`src/rtl/cpu_types_pkg.sv`:
```
// cpu_types_pkg -- shared types and constants for the fetch stage.
//
//   word_t         32-bit machine word (instructions and addresses)
//   fetch_state_t  fetch FSM encoding; HALTED exists only when
//                  FETCH_HALT_DETECT_EN is defined
//   HALT_INSTR     instruction word that stops fetch (halt detect builds)
//   pc_next()      sequential PC increment, wraps modulo 2^32
package cpu_types_pkg;

    typedef logic [31:0] word_t;

    typedef enum logic [1:0] {
        FETCH  = 2'd0,
        DRAIN  = 2'd1
`ifdef FETCH_HALT_DETECT_EN
        ,
        HALTED = 2'd2
`endif
    } fetch_state_t;

    localparam word_t HALT_INSTR = 32'hFFFF_FFFF;
    localparam word_t PC_STEP    = 32'd4;

    // Plain 32-bit add: carry out is dropped, so 0xFFFFFFFC + 4 wraps to 0.
    function automatic word_t pc_next(input word_t pc);
        return pc + PC_STEP;
    endfunction

endpackage

```
`src/rtl/ifid_reg.sv`:
```
// ifid_reg -- IF/ID pipeline latch.
//
// Ports:
//   clk, rst_n             clock, asynchronous active-low reset
//   stall                  hold all contents (ignored when flush is high)
//   flush                  clear valid next cycle; beats stall and wr
//   wr                     write {wr_valid, wr_instr, wr_npc} when not stalled
//   wr_valid/instr/npc     next contents; wr_valid=0 inserts a bubble
//   valid, instr, npc      registered latch contents handed to decode
module ifid_reg
    import cpu_types_pkg::*;
(
    input  logic  clk,
    input  logic  rst_n,
    input  logic  stall,
    input  logic  flush,
    input  logic  wr,
    input  logic  wr_valid,
    input  word_t wr_instr,
    input  word_t wr_npc,
    output logic  valid,
    output word_t instr,
    output word_t npc
);

    always_ff @(posedge clk or negedge rst_n) begin
        if (!rst_n) begin
            valid <= 1'b0;
            instr <= '0;
            npc   <= '0;
        end else if (flush) begin
            // instr/npc are meaningless once valid drops, so leave them.
            valid <= 1'b0;
        end else if (wr && !stall) begin
            valid <= wr_valid;
            instr <= wr_instr;
            npc   <= wr_npc;
        end
    end

endmodule

```
`src/rtl/fetch_stage.sv`:
```
// fetch_stage -- instruction fetch: PC register, fetch FSM and IF/ID latch.
//
// Build option: FETCH_HALT_DETECT_EN enables HALT detection (HALT_INSTR
// stops fetch in the HALTED state). Undefined: HALT is an ordinary word and
// fetch_halted is constant 0.
//
// Ports:
//   CLK, nRST                       clock, asynchronous active-low reset
//   ihit, imemload                  icache hit and the word read this cycle
//   imemREN, imemaddr               icache read request and address (= PC)
//   stall, flush                    hazard unit hold / IF/ID squash
//   redirect, redirect_pc           taken branch/jump and its target
//   ifid_valid/instr/npc            IF/ID contents for decode
//   fetch_halted                    fetch stopped on HALT
//   state_dbg                       current FSM state, for observation
//
// Icache handshake: imemREN/imemaddr form the request and stay stable until
// the cycle ihit is high; ihit means imemload holds the word for imemaddr in
// that same cycle, and the word is consumed (or discarded) on that edge.
module fetch_stage
    import cpu_types_pkg::*;
#(
    parameter word_t PC0 = 32'h0000_0000
) (
    input  logic         CLK,
    input  logic         nRST,
    input  logic         ihit,
    input  word_t        imemload,
    output logic         imemREN,
    output word_t        imemaddr,
    input  logic         stall,
    input  logic         flush,
    input  logic         redirect,
    input  word_t        redirect_pc,
    output logic         ifid_valid,
    output word_t        ifid_instr,
    output word_t        ifid_npc,
    output logic         fetch_halted,
    output fetch_state_t state_dbg
);

    fetch_state_t state;
    word_t        pc;
    word_t        saved_pc;
    word_t        pc_inc;

    logic ifid_wr;
    logic ifid_wr_valid;
    logic ifid_kill;

    assign pc_inc    = pc_next(pc);
    assign imemaddr  = pc;
    assign state_dbg = state;

`ifdef FETCH_HALT_DETECT_EN
    logic halted_q;
    logic halt_word;
    assign halt_word    = (imemload == HALT_INSTR);
    assign fetch_halted = halted_q;
    assign imemREN      = (state != HALTED);
`else
    assign fetch_halted = 1'b0;
    assign imemREN      = 1'b1;
`endif

    // IF/ID control. Only an accepted fetch without redirect writes a valid
    // entry; any other FETCH/DRAIN cycle writes a bubble (the latch itself
    // ignores writes while stalled). A same-cycle redirect with a hit kills
    // IF/ID even under stall.
    always_comb begin
        ifid_wr       = 1'b0;
        ifid_wr_valid = 1'b0;
        ifid_kill     = flush;
        case (state)
            FETCH: begin
                ifid_wr       = 1'b1;
                ifid_wr_valid = ihit && !redirect;
                if (redirect && ihit) ifid_kill = 1'b1;
            end
            DRAIN: begin
                ifid_wr = 1'b1;
            end
`ifdef FETCH_HALT_DETECT_EN
            HALTED: begin
                // Keep the HALT visible; leaving on redirect means it was
                // a wrong-path HALT, so drop it.
                if (redirect) ifid_kill = 1'b1;
            end
`endif
            default: ;
        endcase
    end

    always_ff @(posedge CLK or negedge nRST) begin
        if (!nRST) begin
            state    <= FETCH;
            pc       <= PC0;
            saved_pc <= '0;
`ifdef FETCH_HALT_DETECT_EN
            halted_q <= 1'b0;
`endif
        end else begin
            case (state)
                FETCH: begin
                    if (redirect) begin
                        if (ihit) begin
                            pc <= redirect_pc;
                        end else begin
                            // Outstanding miss at the old PC must complete
                            // before the address may change.
                            saved_pc <= redirect_pc;
                            state    <= DRAIN;
                        end
                    end else if (ihit && !stall) begin
`ifdef FETCH_HALT_DETECT_EN
                        if (halt_word) begin
                            state    <= HALTED;
                            halted_q <= 1'b1;
                        end else begin
                            pc <= pc_inc;
                        end
`else
                        pc <= pc_inc;
`endif
                    end
                end
                DRAIN: begin
                    if (ihit) begin
                        pc    <= redirect ? redirect_pc : saved_pc;
                        state <= FETCH;
                    end else if (redirect) begin
                        saved_pc <= redirect_pc;
                    end
                end
`ifdef FETCH_HALT_DETECT_EN
                HALTED: begin
                    if (redirect) begin
                        pc       <= redirect_pc;
                        halted_q <= 1'b0;
                        state    <= FETCH;
                    end
                end
`endif
                default: state <= FETCH;
            endcase
        end
    end

    ifid_reg u_ifid_reg (
        .clk      (CLK),
        .rst_n    (nRST),
        .stall    (stall),
        .flush    (ifid_kill),
        .wr       (ifid_wr),
        .wr_valid (ifid_wr_valid),
        .wr_instr (imemload),
        .wr_npc   (pc_inc),
        .valid    (ifid_valid),
        .instr    (ifid_instr),
        .npc      (ifid_npc)
    );

endmodule

```
`config.mk`:
```
export PLATFORM = sky130hd
export DESIGN_NAME = fetch_stage
export DESIGN_NICKNAME = d
export VERILOG_FILES = /design/src/rtl/cpu_types_pkg.sv /design/src/rtl/ifid_reg.sv /design/src/rtl/fetch_stage.sv
export SDC_FILE = /design/constraint.sdc
export NUM_CORES = 1
export LEC_CHECK = 0
export CORE_ASPECT_RATIO = 1.4
export CORE_MARGIN = 4
export CORE_UTILIZATION = 36
export CTS_CLUSTER_SIZE = 16
export DETAILED_ROUTE_END_ITERATION = 10
export PLACE_DENSITY = 0.65
export SYNTH_ARGS = -nofsm -noshare
export SYNTH_HDL_FRONTEND = slang
export SYNTH_SLANG_ARGS = --single-unit
export TNS_END_PERCENT = 30
```
`constraint.sdc`:
```
create_clock -name CLK -period 1.9 [get_ports CLK]
set_input_delay 0.475 -clock CLK [delete_from_list [all_inputs] [get_ports CLK]]
set_output_delay 0.475 -clock CLK [all_outputs]
set_load 0.02 [all_outputs]
```
==> metrics.md, run 1 <==
| Metric | Value |
|---|---|
| GRT overflow | 0 |
| Comb power frac | 28.7% |
| Drt first pass iters | 7 |
| Worst EP required | 2.21 ns |
| Final WS setup | between 0.03 and 0.04 ns |
| Critical register-to-register path startpoint | imemaddr[2] |
| H-tree depth | 4 |
| Post-synth cell types | 50 |
| CTS Root Buffer Type | clkbuf_16 |
| Commonest non-fill, non-tap cell in the layout | nand2_1 |
| Row count | 56 |
| Total Routed Length | 18.94 mm |
| GRT Util Overall | approximately a fifth |
| Placed cells | ~1000 |
| Gr busiest metal | met2 |
| Crit. Startpoint | imemaddr[2] |
| Ys async rst share | 100.0% |
| Initial core utilization | approximately 37% |
| Gpl congestion | 0.8745 |
| Dpl cell area | 8572 sq um |
| Fin crit share | a little over nine tenths |
| Post-synth EDFFs | 0 |
| Worst Clk Skew | between 0.01 and 0.015 ns |
| Final Critical Period | around 1.9 ns |
| Net Sw Frac | approximately a third |
| Pins Over Slew Limit | 0 |
| Internal Power | roughly 6300 uW |
| DRC viols | 0 |
| Io pins | 171 |
| Port buffer count | between 150 and 200 |
| DIE WIDTH | 118.5 um |
| Fin area | between 9000 and 10000 sq um |
| GRT met2 Usage | about 33% |
| CTS max path bufs | 2 |
| Switch Pwr | approximately 3100 uW |
| Synth Flop Type | dfrtp_1 |
| R2r setup slk | ~0.035 ns |
| Initial antenna violation count | 0 |
| Setup TNS | 0 ns |
| PwrDens | roughly 1000 nW/um^2 |
| Largest net degree at the start of global routing | 67 |
| Clock transition at path regs | 0.06 ns |
| Pre-CTS setup slack | -0.3212 ns |
| Layout cells sized above 1 | between 15 and 20% |
| DP HPWL | around 14 mm |
| Fin. Hold Viols | 0 |
| Worst r2r dst | u_ifid_reg.npc[28] |
| Synthesized instance count | approximately 650 |
| Sequential Power Share | a little under two fifths |
| Number of global-route vias before repair | approximately 5800 |
| Most frequent cells in the layout | 163 x nand2_1, 119 x dfrtp_1, 99 x clkdlybuf4s50_1 |
| Total number of vias | 5619 |
| R2r worst-path depth | 7 |
| Max-Cap Viols | 0 |
| Area growth from synthesis to layout | 50.08% |
| Setup Viol. Count Final | 0 |
| RSZ-0062 raised after global routing | yes |
| CP max FO | 4 |
| # diodes | 0 |
| Grt met3 use | ~4.3% |
| Hold Path Class | reg2reg |
| Core outline area | roughly 17000 sq um |
| Max VDD drop | around 0.62 mV |
| First-pass GRT wire length | 30.39 mm |
| Critical path launch point type | register |
| Crit Path Class | reg2reg |
| First DRT Iteration DRCs | between 300 and 400 |
| Crit path capture type | register |
| Die ar. | approximately 19000 sq um |
| Post-Layout Cell Count | ~1100 |
| Critical path arrival | between 2 and 2.5 ns |
| Clock group share of total power | roughly a third |
| Met1 usage | between 20 and 25% |
| Fin Hold WS | between 0.4 and 0.5 ns |
| Sequential share of the synthesized area | 52.87% |
| Yosys warning count | 0 |
| Worst-Skew Late Latency | 0.42 ns |
| Mean Syn Cell Area | around 9.5 sq um |
| Die Y | about 160 um |
| TritonCTS clock tree | done |
| Via-per-instance ratio | roughly 5.2 |
| Per-cell routed wire length | ~18 um |
| Routed Antenna Nets | 0 |
| # nets final | 935 |
| TritonCTS Sinks | 130 |
| Mapped Area | a little over 6000 sq um |
| Peak Freq | 536.3 MHz |
| Leak | between 0.004 and 0.005 uW |
| Seq cells post-synth | 130 |
| Worst setup path endpoint | u_ifid_reg.npc[28] |
| Status | completed |
| CTS Buf Count | 17 |
| # fillers | about 1500 |
area by class of cell:
class / count / area [sq um] / area share (%)
multi-input cells: 467 / 2736 / 29.63
clock buffers: 19 / 432.9 / 4.688
well taps: 203 / 254.0 / 2.750
repair buffers: 240 / 2385 / 25.82
inverters: 8 / 30.03 / 0.3252
clock inverters: 13 / 130.1 / 1.409
flip-flops and latches: 130 / 3267 / 35.37
kinds of logic after synthesis:
| logic type | Yosys count | synth area share [%] |
|---|---|---|
| buffers and inverters | 51 | 3.518 |
| AND/OR/NAND/NOR | 256 | 19.07 |
| flip-flops | 130 | 52.87 |
| XOR/XNOR | 26 | 3.701 |
| adder cells (fa/ha/maj) | 1 | 0.2033 |
| other | 2 | 0.1220 |
| AO/OA/AOI/OAI | 147 | 14.42 |
| multiplexers | 34 | 6.100 |
state kept, by name, summed over array words and instances (netlist names):
register and flops:
saved_pc 32, u_ifid_reg.instr 32, state_dbg 1, u_ifid_reg.npc 32
u_ifid_reg.valid 1, imemaddr 32
critical path: stages, from the launching register on:
cell,delay (ns)
dfrtp_1,0.41
ha_2,0.21
nand2_2,0.11
nor4_2,0.26
buf_4,0.18
nand4_1,0.21
xor2_1,0.29
o21ai_1,0.09
how the worst min path moves through the flow:
stage                           endpoint            startpoint  slack (ns)  cells past startpoint
finish              u_ifid_reg.instr[26]  u_ifid_reg.instr[26]        0.47                      2
global route         u_ifid_reg.instr[0]                  nRST        0.48                      2
CTS                  u_ifid_reg.instr[5]   u_ifid_reg.instr[5]        0.48                      2
detailed placement   u_ifid_reg.instr[3]                  nRST        0.36                      1
global placement     u_ifid_reg.instr[4]                  nRST        0.36                      1
floorplan                    imemaddr[0]                  nRST        0.18                      0
repair_timing:
action / 4_1_cts / 5_1_grt
setup buffers: 0 / 3
endpoints found under the setup margin: 36 / 40
hold buffers: 1 / 0
gates resized for setup: 37 / 40
pin swaps: 0 / 6
endpoints found under the hold margin: 25 / 0
synth_stat cells, types with 2 or more instances:
cell       instances  area share (%)
nor4_1             3            0.31
mux2i_1            6            0.98
a211oi_1           3            0.37
dfrtp_1          130              53
xnor2_1           13             1.9
or3_1              4            0.41
o31a_1             5            0.71
or4_1              2            0.24
nor2_1            29             1.8
inv_1              8            0.49
buf_4              5            0.61
buf_1              5            0.31
a221o_1            2            0.33
nand4_4            2            0.69
nand4_1            9            0.91
a221oi_1           5            0.71
a2bb2oi_1          6            0.85
o31ai_1            2            0.24
and4_1             3            0.43
a21oi_1           27             2.2
and3_1             7            0.71
o2bb2ai_1          3            0.43
o21bai_1           2            0.24
nand3_1           17             1.4
conb_1             2            0.12
mux2_2            28             5.1
nor3_1             4            0.33
nand2_1          164              10
o22ai_1            7            0.71
a22oi_1            7            0.85
a222oi_1           3            0.49
nor3b_1            3            0.37
and2_1             2            0.20
nor4_4             2            0.69
buf_2              4            0.33
xor2_1            13             1.9
clkbuf_1          28             1.7
o21ai_0           70             5.7
power by group through the flow:
stage          sequential (uW)  combinational, uW  clock [uW]
5_1_grt                   3680               2930        3300
2_1_floorplan             4120                813           0
3_3_place_gp              3650               2790           0
6_report                  3620               2710        3110
3_5_place_dp              3680               2840           0
4_1_cts                   3630               2750        3170
layer usage:
metal | routed length, um | vias up | part of all wire (%)
li1 | - | 2684 | -
met1 | 8127 | 2745 | 43
met2 | 9486 | 162 | 50
met3 | 915 | 28 | 4.8
met4 | 413 | 0 | 2.2
met5 | 0 | - | 0
through the flow:
| step | total power (uW) | util (%) |
|---|---|---|
| floorplan | 4934 | - |
| global placement | 6439 | 51.19 |
| detailed placement | 6517 | 51.19 |
| CTS | 9541 | 54.35 |
| global route | 9919 | 55.15 |
| finish | 9441 | 55.15 |
No activity file was read; power rests on OpenSTA's default activity.
==> run 2: changes to the inputs <==
Settings changed: CORE_UTILIZATION 36 to 48, CTS_CLUSTER_SIZE 16 to unset, PLACE_DENSITY 0.65 to 0.8.
Clock period 1.9 ns to 1.8 ns, I/O delays scaled along.
==> metrics.md, run 2 (synthesis results as in run 1) <==
| Metric | Value |
|---|---|
| Status | finished with violations (was completed) |
| Failing checks | setup timing |
| Met2 Wirelength | 10.23 mm (was 9.486 mm) |
| Most frequent cells in the layout | 163 x nand2_1, 119 x dfrtp_1, 95 x dlygate4sd2_1 (was 163 x nand2_1, 119 x dfrtp_1, 99 x clkdlybuf4s50_1) |
| First DRT Iteration DRCs | 617 (was 377) |
| Via-per-instance ratio | 5.848 (was 5.203) |
| Die Y | 142.0 um (was 162.7 um) |
| Total Routed Length | 20.05 mm (was 18.94 mm) |
| Peak Freq | 546.7 MHz (was 536.3 MHz) |
| Crit. Startpoint | imemaddr[10] (was imemaddr[2]) |
| Commonest non-fill, non-tap cell in the layout | nand2_1 (unchanged) |
| CP max FO | 6 (was 4) |
| CTS max path bufs | 2 (unchanged) |
| Max-Cap Viols | 0 (unchanged) |
| Total number of vias | 6076 (was 5619) |
| Worst-Skew Late Latency | 0.42 ns (about the same) |
| Crit Path Class | reg2reg (unchanged) |
| First-pass GRT wire length | 31.22 mm (was 30.39 mm) |
| Row count | 48 (was 56) |
| Max VDD drop | 0.6776 mV (was 0.6196 mV) |
| Layout cells sized above 1 | 21.03% (was 18.24%) |
| R2r setup slk | -0.03 ns (was 0.04 ns) |
| DP HPWL | 13.78 mm (was 14.12 mm) |
| GRT overflow | 0 (unchanged) |
| Buf/Inv on CP | 1 (unchanged) |
| PwrDens | 1144 nW/um^2 (was 1022 nW/um^2) |
| Critical path depth in cells | 6 (was 7) |
| Largest net degree at the start of global routing | 82 (was 67) |
| Worst r2r dst | imemaddr[26] (was u_ifid_reg.npc[28]) |
| Pins Over Slew Limit | 0 (unchanged) |
| Fin Hold WS | 0.02248 ns (was 0.4682 ns) |
| Critical path arrival | 2.15 ns (was 2.17 ns) |
| Clock transition at path regs | 0.06 ns (about the same) |
| Number of global-route vias before repair | 6181 (was 5812) |
| Worst setup path endpoint | imemaddr[26] (was u_ifid_reg.npc[28]) |
| Slowest cell on the critical path | nor4_4 (was dfrtp_1) |
| Fin crit share | 101.6% (was 98.13%) |
| DRC viols | 0 (unchanged) |
| Slowest stage delay, CP | 0.46 ns (was 0.41 ns) |
| Worst Clk Skew | 0.009740 ns (was 0.01061 ns) |
| Initial antenna violation count | 0 (unchanged) |
| Area growth from synthesis to layout | 50.67% (was 50.08%) |
| Gpl congestion | 0.8810 (was 0.8745) |
| Met1 WL | 7.669 mm (was 8.127 mm) |
| Crit path capture type | register (unchanged) |
| Layout Utilization | 74.58% (was 55.15%) |
| Critical path launch point type | register (unchanged) |
| CTS Buf Count | 17 (unchanged) |
| Hold Path Class | in2async (was reg2reg) |
| TritonCTS Sinks | 130 (unchanged) |
| Die ar. | 14720 sq um (was 19280 sq um) |
| RSZ-0062 raised after global routing | yes (unchanged) |
| Max Used Layer | met4 (unchanged) |
| GRT Util Overall | 26.38% (was 19.65%) |
| Cell Chain, Critical Path | nand4_4 -> nor4_4 -> buf_4 -> nand3_2 -> a21oi_2 -> a2bb2oi_1 (was ha_2 -> nand2_2 -> nor4_2 -> buf_4 -> nand4_1 -> xor2_1 -> o21ai_1) |
| DIE WIDTH | 103.7 um (was 118.5 um) |
| CTS Root Buffer Type | clkbuf_16 (unchanged) |
| # nets final | 947 (was 935) |
| Worst EP required | 2.12 ns (was 2.21 ns) |
| R2r worst-path depth | 6 (was 7) |
| Setup Viol. Count Final | 3 (was 0) |
| Fin. Hold Viols | 0 (unchanged) |
| Core outline area | 12430 sq um (was 16750 sq um) |
| Critical register-to-register path startpoint | imemaddr[10] (was imemaddr[2]) |
| TritonCTS clock tree | done (unchanged) |
| CP delay by family, top | simple AND/OR/NAND/NOR gates (unchanged) |
| # diodes | 0 (unchanged) |
| Final Critical Period | 1.829 ns (was 1.865 ns) |
| Per-cell routed wire length | 19.30 um (was 17.54 um) |
| Final WS setup | -0.02913 ns (was 0.03549 ns) |
| WL met3 | 1.483 mm (was 915 um) |
| Leak | 0.004306 uW (was 0.004424 uW) |
| Port buffer count | 167 (unchanged) |
| Initial core utilization | 49.50% (was 36.75%) |
| H-tree depth | 4 (unchanged) |
| Routed Antenna Nets | 0 (unchanged) |
| Io pins | 171 (unchanged) |
| Drt first pass iters | 5 (was 7) |
run 2: changes by cell type in the layout (fill, tap and decap cells not counted), sizes merged, moves of 2 or more:
cell and delta:
buf +13, bufinv +5, clkdlybuf4s15 +2, clkdlybuf4s50 -31, clkinv -3, dlygate4sd2 +59, dlymetal6s2s -31
run 2: worst min-delay path by stage:
| stage | end | slack (ns) | startpoint | cells past startpoint |
|---|---|---|---|---|
| 2_1_floorplan | imemaddr[0] | 0.15 | nRST | 0 |
| 3_3_place_gp | u_ifid_reg.instr[18] | 0.46 | u_ifid_reg.instr[18] | 2 |
| 3_5_place_dp | u_ifid_reg.npc[1] | 0.46 | u_ifid_reg.npc[1] | 2 |
| 4_1_cts | imemaddr[4] | 0.03 | nRST | 2 |
| 5_1_grt | u_ifid_reg.npc[6] | 0.04 | nRST | 2 |
| 6_report | u_ifid_reg.npc[4] | 0.02 | nRST | 2 |
run 2: through the flow:
| step | instances | setup TNS [ns] | total power, uW | setup slack, ns | instance area, sq um |
|---|---|---|---|---|---|
| after floorplan | 648 | -0.3264 | 5217 | -0.07138 | 6201 |
| after global placement | 995 | -23.79 | 6754 | -0.2710 | 8513 |
| after detailed placement | 995 | -29.75 | 6861 | -0.4058 | 8513 |
| after CTS | 1027 | -0.06211 | 10540 | -0.03641 | 9076 |
| after global routing | 1039 | -1.592 | 11030 | -0.1553 | 9271 |
| final | 1039 | -0.06371 | 10600 | -0.02913 | 9271 |
run 2: routing by layer:
metal  track usage [%]  vias up
li1                  -     2709
met3             7.127       70
met1             30.67     2956
met2             45.97      341
met5                 0        -
met4             11.97        0
run 2: final cells by class:
| type | instances | area, sq um |
|---|---|---|
| Inverter | 8 | 30.03 |
| Sequential cell | 130 | 3267 |
| Clock buffer | 17 | 425.4 |
| Tap cell | 150 | 187.7 |
| Fill cell | 853 | 3161 |
| Clock inverter | 15 | 254.0 |
| Multi-Input combinational cell | 467 | 2805 |
| Timing Repair Buffer | 252 | 2302 |
run 2: report_power, final:
| group | switching (uW) | leakage, uW | internal, uW |
|---|---|---|---|
| Sequential | 364 | 0.00156 | 3440 |
| Combinational | 1630 | 0.00243 | 1200 |
| Clock | 1350 | 0.000317 | 2610 |
| Total | 3340 | 0.00431 | 7260 |
run 2: repair_timing:
| action | in CTS | in global routing |
|---|---|---|
| setup endpoints to repair | 104 | 44 |
| resized for setup | 102 | 33 |
| gates cloned | 0 | 0 |
| hold buffers | 0 | 0 |
| setup buffers | 0 | 12 |
| pin swaps | 1 | 11 |
==> run 3: changes to the inputs <==
Settings changed: CORE_UTILIZATION 48 to 47, HOLD_SLACK_MARGIN set to 0.02, PLACE_DENSITY 0.8 to 0.79, REMOVE_ABC_BUFFERS set to 1.
==> metrics.md, run 3 (synthesis results as in run 1) <==
| Metric | Value |
|---|---|
| Hold Path Class | reg2reg (was in2async) |
| Area growth from synthesis to layout | 51.87% (was 50.67%) |
| Critical path arrival | 2.26 ns (was 2.15 ns) |
| Leak | 0.004368 uW (was 0.004306 uW) |
| Initial antenna violation count | 0 (unchanged) |
| CTS max path bufs | 2 (unchanged) |
| Routed Antenna Nets | 0 (unchanged) |
| # nets final | 954 (was 947) |
| DIE WIDTH | 104.7 um (was 103.7 um) |
| Per-cell routed wire length | 19.34 um (was 19.30 um) |
| Final Critical Period | 1.917 ns (was 1.829 ns) |
| Crit path capture type | register (unchanged) |
| Via-per-instance ratio | 5.757 (was 5.848) |
| DRC viols | 0 (unchanged) |
| RSZ-0062 raised after global routing | yes (unchanged) |
| Io pins | 171 (unchanged) |
| Fin. Hold Viols | 0 (unchanged) |
| Port buffer count | 167 (unchanged) |
| Die Y | 143.4 um (was 142.0 um) |
| Fin Hold WS | 0.4729 ns (was 0.02248 ns) |
| CTS Buf Count | 17 (unchanged) |
| Worst Clk Skew | 0.006935 ns (was 0.009740 ns) |
| Most frequent cells in the layout | 163 x nand2_1, 126 x dfrtp_1, 86 x dlygate4sd2_1 (was 163 x nand2_1, 119 x dfrtp_1, 95 x dlygate4sd2_1) |
| Total Routed Length | 20.31 mm (was 20.05 mm) |
| Final WS setup | -0.1168 ns (was -0.02913 ns) |
| CP max FO | 4 (was 6) |
| TritonCTS clock tree | done (unchanged) |
| Status | finished with violations (unchanged) |
| # fillers | 909 (was 853) |
| Clock transition at path regs | 0.06 ns (about the same) |
| DP HPWL | 13.72 mm (was 13.78 mm) |
| Total number of vias | 6045 (was 6076) |
| Layout cells sized above 1 | 20.54% (was 21.03%) |
| Fin crit share | 106.5% (was 101.6%) |
| Placed cells | 1002 (was 995) |
| Peak Freq | 521.7 MHz (was 546.7 MHz) |
| Crit Path Class | reg2reg (unchanged) |
| Max-slew headroom | around three fifths |
| Core outline area | 12810 sq um (was 12430 sq um) |
| H-tree depth | 4 (unchanged) |
| Drt first pass iters | 5 (unchanged) |
| Max-Cap Viols | 0 (unchanged) |
| First DRT Iteration DRCs | 459 (was 617) |
| PwrDens | 1097 nW/um^2 (was 1144 nW/um^2) |
| Number of global-route vias before repair | 6087 (was 6181) |
| Setup TNS | -0.8947 ns (was -0.06371 ns) |
| GRT overflow | 0 (unchanged) |
| GRT Util Overall | 25.82% (was 26.38%) |
| Critical path launch point type | register (unchanged) |
| Post-Layout Cell Count | 1050 (was 1039) |
| Failing checks | setup timing (unchanged) |
| Initial core utilization | 48.02% (was 49.50%) |
| Worst EP required | 2.14 ns (was 2.12 ns) |
| Pins Over Slew Limit | 0 (unchanged) |
| R2r setup slk | -0.12 ns (was -0.03 ns) |
| Layout Utilization | 72.93% (was 74.58%) |
| Max VDD drop | 0.6737 mV (was 0.6776 mV) |
| CTS Root Buffer Type | clkbuf_16 (unchanged) |
| Die ar. | 15010 sq um (was 14720 sq um) |
| Commonest non-fill, non-tap cell in the layout | nand2_1 (unchanged) |
| TritonCTS Sinks | 130 (unchanged) |
| First-pass GRT wire length | 30.93 mm (was 31.22 mm) |
| Row count | 49 (was 48) |
| Worst-Skew Late Latency | 0.41 ns (was 0.42 ns) |
| Worst Tran Pin Value | 0.6102 ns |
| Setup Viol. Count Final | 13 (was 3) |
| Gpl congestion | 0.8655 (was 0.8810) |
| Largest net degree at the start of global routing | 41 (was 82) |
## run 3: cell count changes in the layout (fill, tap and decap cells not counted), moves of 5 or more
cell,change
dlygate4sd2_1,-9
dfrtp_1,+7
dfrtp_2,-7
clkdlybuf4s15_1,+6
buf_12,+5
clkinv_2,+5
## run 3: routing by layer
| layer | up-vias | share of wire (%) | wire length [um] | GRT usage (%) |
|---|---|---|---|---|
| met5 | - | 0 | 0 | 0 |
| met4 | 0 | 4.1 | 836 | 13.20 |
| met3 | 75 | 7.0 | 1426 | 5.258 |
| met2 | 325 | 52 | 10470 | 45.51 |
| met1 | 2931 | 37 | 7577 | 29.97 |
| li1 | 2714 | - | - | - |
## run 3: layout make-up
cell class              instances  area (sq um)  area share [%]
diodes                          1         2.502         0.02678
well taps                     153         191.4           2.048
clock buffers                  21         450.4           4.820
repair buffers                259          2425           25.95
multi-input cells             467          2828           30.26
flip-flops and latches        130          3258           34.86
inverters                       8         30.03          0.3213
clock inverters                11         160.2           1.714
## run 3: report_power, final
group	internal [uW]	switching [uW]	total, uW
clock	2340	1260	3600
combinational	1230	1580	2810
sequential	3440	394	3840
## run 3: critical path: stages (launching register included)
cell     delay [ns]
dfrtp_1        0.44
nand4_4        0.21
nor4_4         0.45
nand2_2        0.11
or4_1          0.53
nand3_1        0.11
## run 3: worst paths after layout
| path | start | endpoint | depth (start not counted) |
|---|---|---|---|
| worst max-delay path | imemaddr[9] | imemaddr[23] | 5 |
| worst min-delay path | u_ifid_reg.instr[2] | u_ifid_reg.instr[2] | 2 |
| worst max register to register | imemaddr[9] | imemaddr[23] | 5 |
| worst min register to register | u_ifid_reg.instr[2] | u_ifid_reg.instr[2] | 2 |
| max in group asynchronous | nRST | imemaddr[27] | 3 |
| min in group asynchronous | nRST | u_ifid_reg.npc[13] | 2 |
## run 3: metrics by stage
step | cell area, sq um | setup WS, ns | power (uW)
finish | 9345 | -0.1168 | 10250
global route | 9343 | -0.1483 | 10690
CTS | 9119 | -0.02314 | 10150
detailed placement | 8567 | -0.5497 | 6816
global placement | 8567 | -0.4839 | 6714
floorplan | 5971 | -1.447 | 5138
## run 3: repair_timing
| item | CTS | global route |
|---|---|---|
| hold buffers | 1 | 0 |
| resized for setup | 111 | 50 |
| hold endpoints to repair | 37 | 0 |
| setup endpoints to repair | 164 | 72 |
| buffers inserted | 1 | 13 |
| pin swaps | 5 | 14 |
